[config.mk]
export PLATFORM = sky130hd
export DESIGN_NAME = poly_mul_seq
export DESIGN_NICKNAME = d
export VERILOG_FILES = /design/src/rtl/poly_mul_seq.sv
export SDC_FILE = /design/constraint.sdc
export NUM_CORES = 1
export LEC_CHECK = 0
export ABC_AREA = 1
export CAP_MARGIN = 20
export CORE_UTILIZATION = 45
export CTS_CLUSTER_DIAMETER = 40
export CTS_CLUSTER_SIZE = 28
export DETAILED_ROUTE_END_ITERATION = 8
export PLACE_DENSITY = 0.8
export SYNTH_ARGS = -nofsm -noshare
export SYNTH_HDL_FRONTEND = slang
export SYNTH_SLANG_ARGS = --single-unit
export TNS_END_PERCENT = 100
[constraint.sdc]
create_clock -name clk -period 3.3 [get_ports clk]
set_input_delay 0.825 -clock clk [delete_from_list [all_inputs] [get_ports clk]]
set_output_delay 0.825 -clock clk [all_outputs]
set_load 0.03 [all_outputs]
[src/rtl/poly_mul_seq.sv]
// Purpose : sequencer for a bit-serial polynomial multiply; latches two coefficient
//           bit-planes, loads the CSR, steps the MAC through N rotations, holds the result.
// Latency : start accepted at edge t -> LOAD t+1, RUN t+2..t+N+1, res_valid from t+N+2.
// Backpr. : res_valid/busy held in WAIT until res_ready; starts outside IDLE/ready-WAIT
//           are dropped and flagged on err_start.
//
// Ports
//   clk, reset          : clock, asynchronous active-low reset
//   start, in_data0/1   : operation request with operand bit-planes (bit k = coef k)
//   abort               : synchronous cancel, highest priority
//   res_ready           : downstream accepts the result held in WAIT
//   csr_data0/1         : latched operand planes (CSR load data)
//   csr_load, mac_clr   : CSR load strobe and accumulator clear (LOAD only)
//   mac_en, step        : accumulate enable and rotation index (RUN only)
//   busy, res_valid     : not IDLE / result available (WAIT)
//   err_start           : one-cycle pulse after a rejected start

module poly_mul_seq #(
    parameter int N  = 4,
    parameter int CW = 2
) (
    input  logic          clk,
    input  logic          reset,
    input  logic          start,
    input  logic [N-1:0]  in_data0,
    input  logic [N-1:0]  in_data1,
    input  logic          abort,
    input  logic          res_ready,
    output logic [N-1:0]  csr_data0,
    output logic [N-1:0]  csr_data1,
    output logic          csr_load,
    output logic          mac_clr,
    output logic          mac_en,
    output logic [CW-1:0] step,
    output logic          busy,
    output logic          res_valid,
    output logic          err_start
);

    typedef enum logic [1:0] {
        S_IDLE = 2'd0,
        S_LOAD = 2'd1,
        S_RUN  = 2'd2,
        S_WAIT = 2'd3
    } state_t;

    state_t        r_state;
    state_t        w_state_nxt;
    logic [CW-1:0] r_step;
    logic [CW-1:0] w_step_nxt;
    logic [N-1:0]  r_csr_data0;
    logic [N-1:0]  r_csr_data1;
    logic          r_err_start;
    logic          w_accept;
    logic          w_reject;
    logic          w_last_step;

    assign w_last_step = (r_step == CW'(N - 1));

    // State register
    always_ff @(posedge clk or negedge reset) begin
        if (!reset) begin
            r_state <= S_IDLE;
        end else begin
            r_state <= w_state_nxt;
        end
    end

    // Next-state logic. Abort is applied last so it overrides any accept or
    // reject decision made by the state-specific branches.
    always_comb begin
        w_state_nxt = r_state;
        w_step_nxt  = '0;
        w_accept    = 1'b0;
        w_reject    = 1'b0;

        unique case (r_state)
            S_IDLE: begin
                if (start) begin
                    w_accept    = 1'b1;
                    w_state_nxt = S_LOAD;
                end
            end
            S_LOAD: begin
                w_reject    = start;
                w_state_nxt = S_RUN;
            end
            S_RUN: begin
                w_reject = start;
                // Step returns to 0 on the exit edge; it never wraps inside RUN.
                if (w_last_step) begin
                    w_state_nxt = S_WAIT;
                end else begin
                    w_step_nxt = r_step + CW'(1);
                end
            end
            S_WAIT: begin
                if (res_ready) begin
                    if (start) begin
                        // Back-to-back: skip IDLE and load the new operands directly.
                        w_accept    = 1'b1;
                        w_state_nxt = S_LOAD;
                    end else begin
                        w_state_nxt = S_IDLE;
                    end
                end else begin
                    w_reject = start;
                end
            end
            default: begin
                w_state_nxt = S_IDLE;
            end
        endcase

        if (abort) begin
            w_state_nxt = S_IDLE;
            w_step_nxt  = '0;
            w_accept    = 1'b0;
            w_reject    = 1'b0;
        end
    end

    // Step counter, operand latch and error pulse
    always_ff @(posedge clk or negedge reset) begin
        if (!reset) begin
            r_step      <= '0;
            r_csr_data0 <= '0;
            r_csr_data1 <= '0;
            r_err_start <= 1'b0;
        end else begin
            r_step      <= w_step_nxt;
            r_err_start <= w_reject;
            if (w_accept) begin
                r_csr_data0 <= in_data0;
                r_csr_data1 <= in_data1;
            end
        end
    end

    // Moore outputs decoded from registered state
    assign csr_data0 = r_csr_data0;
    assign csr_data1 = r_csr_data1;
    assign csr_load  = (r_state == S_LOAD);
    assign mac_clr   = (r_state == S_LOAD);
    assign mac_en    = (r_state == S_RUN);
    assign step      = r_step;
    assign busy      = (r_state != S_IDLE);
    assign res_valid = (r_state == S_WAIT);
    assign err_start = r_err_start;

endmodule

Yosys cells after proc, flatten, opt, wreduce, memory -nomap -nowiden:

Cells that the tools add are included.

* $add $sub $neg: 1
* eq/ne operators: 7
* multiplexer cells: 16
* reduce and logical (&&, ||, !) cells: 4

Operators with widths (number)
* 2-to-1 mux 2 bit: 7
* case mux 2 bit (4 select lines): 1
* == test 2 bit (second input constant): 3
* 2-to-1 mux 1 bit: 6
* inequality test 3 bit (second input constant): 2
* case mux 1 bit (2 select lines): 2
* inequality test 3 x 2 -> 1 bit (second input constant): 1
* AND reduction 3 bit: 1
* adder 2 x 1 -> 2 bit (second input constant): 1
* == test 2 x 1 -> 1 bit (second input constant): 1
* logical NOT 2 bit: 1
* nonzero test 2 bit: 1
* OR reduction 2 bit: 1

* register bits after elaboration: 13
* output and inout bits: 16
* logic and storage cells: 33

Logic depth before layout (Yosys ltp):

* depth after elaboration: 4
* gate-level depth with buffers: 8

Least setup slack after synthesis:

No wires, ideal clock.

* path kind: flip-flop to output port
* start point: reg r_state[1]
* end point: out mac_clr
* data arrival time: 1.071 ns
* required time: 2.475 ns
* path slack: 1.404 ns
* stages on the path, launching flop included: 4
* path buffers: 1
* cell sequence: dfrtp_1 -> inv_1 -> ha_1 -> buf_4

* word-level cells in the longest chain between the ends: 1

RTL lines
* start: declaration: RTL line 47 `state_t r_state;`
* start signal: assignment: RTL line 65 `r_state <= w_state_nxt;`
* == test 2 x 1 -> 1 bit
* end: declaration: RTL line 32 `output logic mac_clr,`

Every way passes these cells.

Worst setup path after layout:

* start point: reg r_state[0]
* end point: out busy

* word-level cells in the longest chain between the ends: 1

RTL lines
* nonzero test 2 bit: RTL line 147 `assign busy = (r_state != S_IDLE);`
* end: declaration: RTL line 35 `output logic busy,`

Every way passes these cells.

==> summary.txt <==
Pleak: 0.534 nW
First-pass GRT wire length: 2.39 mm
Comb power frac: 59.2%
Switching part of the total: 44.9%
CP Class: reg2out
Min Hold Slack: 0.473 ns
Netlist cell types: 14
Total inserted antenna cells: 0
IO buf count: 28
PnR worst setup slack: 0.674 ns
Crit path capture type: output port
Post-cts resize count: 0
Worst IR Drop VDD: 0.000401 V
Total track usage: 17.7%
Syn-to-layout area delta: 42.2%
Post-synth EDFFs: 0
Seq/Total Area, Yosys: 44.6%
Pre-CTS WS: 0.953 ns
Clk pin slew, worst setup/hold paths: 0.07 ns
CTS sink cnt: 13
Clock skew: 0.00228 ns
Post-CTS Setup Inserts: 0
Final setup viols: 0
Final Hold Viols: 0
DIE AREA: 1790 sq um
Yosys top cell by area: dfrtp_1
Setup tns final: 0 ns
Htree depth: 1
Layout cell share with drive strength beyond 1: 12.3%
Peak Freq: 381 MHz
Vias per inst: 4.58
Pwr dens: 827 nW/um^2
WP data arrival: 1.80 ns
Synthesized Nets: 104
Initial antenna violation count: 0
Synth cell count leaders: nand2_1 (25), inv_1 (15), dfrtp_1 (13)
Tmin final: 2.63 ns
Hold/Removal Path Class: reg2reg
Total power: 0.000858 W
Crit Path Max Fanout: 6
Post-layout util: 68.9%
Seq pwr share: 29.8%
Worst hold path depth: 1
FF-to-FF End: csr_data1[2]$_DFFE_PN0P_
Via count: 596
Int Pwr: 0.000473 W
GR Overflow Total: 0
Crit Reg-Reg Startpoint: r_state[0]$_DFFE_PN0P_
Clock latency on the worst-skew pair: 0.27 ns
Die W: 42.3 um
Post-synthesis register bit count: 13
Req. time, crit path: 2.47 ns
Fillers: 131
Largest net degree at the start of global routing: 17
Worst slew margin: 61.6%
Die span in y: 42.3 um
Final wirelength: 1.31 mm
Reg2Reg Setup Slack: 1.76 ns
Clk buf depth: 2
Worst hold start: step[0]$_DFF_PN0_
Slew @ Worst Pin: 0.574 ns
Root Buffer: clkbuf_4
Iteration-0 DRC Markers: 5
Ports: 29
CTS Hold Bufs: 0
Clock power share: 11.0%
Top cell type's share of synthesized area: 44.6%
Post-DP HPWL: 1.09 mm
Top-count cell post-synth: nand2_1
Top_reg_cell synth: dfrtp_1
Pre-Repair DR Iteration Count: 4
Run status: completed
Synthesis warning total: 0
Routed len/inst: 10.1 um
Post-Syn Area: 729 sq um
Mean Syn Cell Area: 8.68 sq um
Fraction of registers with async set/reset: 100%
Area of the core: 1510 sq um
Worst path most repeated cell: inv_1
Nets: 135
Maxcap violations: 0
CP startpoint kind: register
Fin crit share: 79.6%
Vias in the first global route: 571
CTS Buf Count: 3
Ordered cell list for the critical path: inv_1 -> ha_1 -> inv_1 -> clkdlybuf4s50_1
Worst path max stage delay: 0.67 ns
Antenna Nets Post-Route: 0
CTS tree: yes
Syn Inst Count: 84
FP Rows: 14
Initial core utilization: 48.4%
Area contributors post-synth: dfrtp_1 (45%), nand2_1 (13%), ha_1 (12%)
RSZ-0062 raised after global routing: no
Net Switching: 0.000385 W
Reg2Reg Depth: 6
# DRC: 0
Worst-path cell with the longest stage delay: clkdlybuf4s50_1
Worst Hold Path EP: step[0]$_DFF_PN0_
GPL Wtd Cong: 0.807
Final Max Slew Viols: 0
[power groups by stage]
stage | clock network, W | logic, W | registers (W)
finish | 0.0000941 | 0.000508 | 0.000256
floorplan | 0 | 0.000235 | 0.000357
global route | 0.000105 | 0.000549 | 0.000266
global placement | 0 | 0.000504 | 0.000257
CTS | 0.0000995 | 0.000513 | 0.000257
detailed placement | 0 | 0.000512 | 0.000260
[registers in the layout, summed over array words and instances, names as in the netlist]
signal,flops
csr_data0,4
csr_data1,4
r_state,2
step,2
err_start,1
[area by class of cell]
cell class	instances	area, sq um	share of cell area (%)
Timing Repair Buffer	28	280	27.0
Sequential cell	13	325	31.4
Inverter	16	60.1	5.79
Tap cell	16	20.0	1.93
Multi-Input combinational cell	53	325	31.4
Clock buffer	4	26.3	2.53
[through the flow]
stage	cells	instance area, sq um
floorplan	84	729
global placement	126	1010
detailed placement	126	1010
CTS	130	1040
global route	130	1040
finish	130	1040
[layout by cell type (no fill, tap or decap)]
master	n
a21oi_1	1
clkbuf_1	1
clkbuf_4	3
clkdlybuf4s50_1	28
dfrtp_1	13
ha_1	7
inv_1	15
inv_2	1
nand2_1	25
nand3_1	2
nand3_4	1
nand4_1	2
nor2_1	6
nor2_2	1
o21ai_2	8
[how the worst max path moves through the flow]
stage / startpoint / to / slack, ns / cells after the start
6_report: r_state[0]$_DFFE_PN0P_ / busy / 0.67 / 4
4_1_cts: r_state[0]$_DFFE_PN0P_ / busy / 0.65 / 4
3_3_place_gp: r_state[0]$_DFFE_PN0P_ / busy / 1.00 / 4
2_1_floorplan: r_state[1]$_DFFE_PN0P_ / mac_clr / 1.40 / 3
3_5_place_dp: r_state[0]$_DFFE_PN0P_ / busy / 0.95 / 4
5_1_grt: r_state[0]$_DFFE_PN0P_ / busy / 0.55 / 4
[routing by layer]
metal,wire [um],part of all wire [%],track usage [%],up-vias
met5,0,0,0,-
met4,13,0.99,5.63,0
met3,52,4.0,5.17,2
met2,651,50,28.3,14
met1,592,45,23.1,265
li1,-,-,-,315
[cells by family after synthesis]
kind of cell,count (synthesis),share of synthesized area (%)
compound gates,9,10.3
buf+inv,18,10.8
simple gates,37,22.3
fa+ha+maj,7,12.0
flops,13,44.6
[worst max-delay path, delay by kind of cell (launching register included)]
family / cells / cell delay [ns]
buffers and inverters: 3 / 0.87
flip-flops: 1 / 0.43
adder cells (fa/ha/maj): 1 / 0.22
No activity file was read; power rests on OpenSTA's default activity.
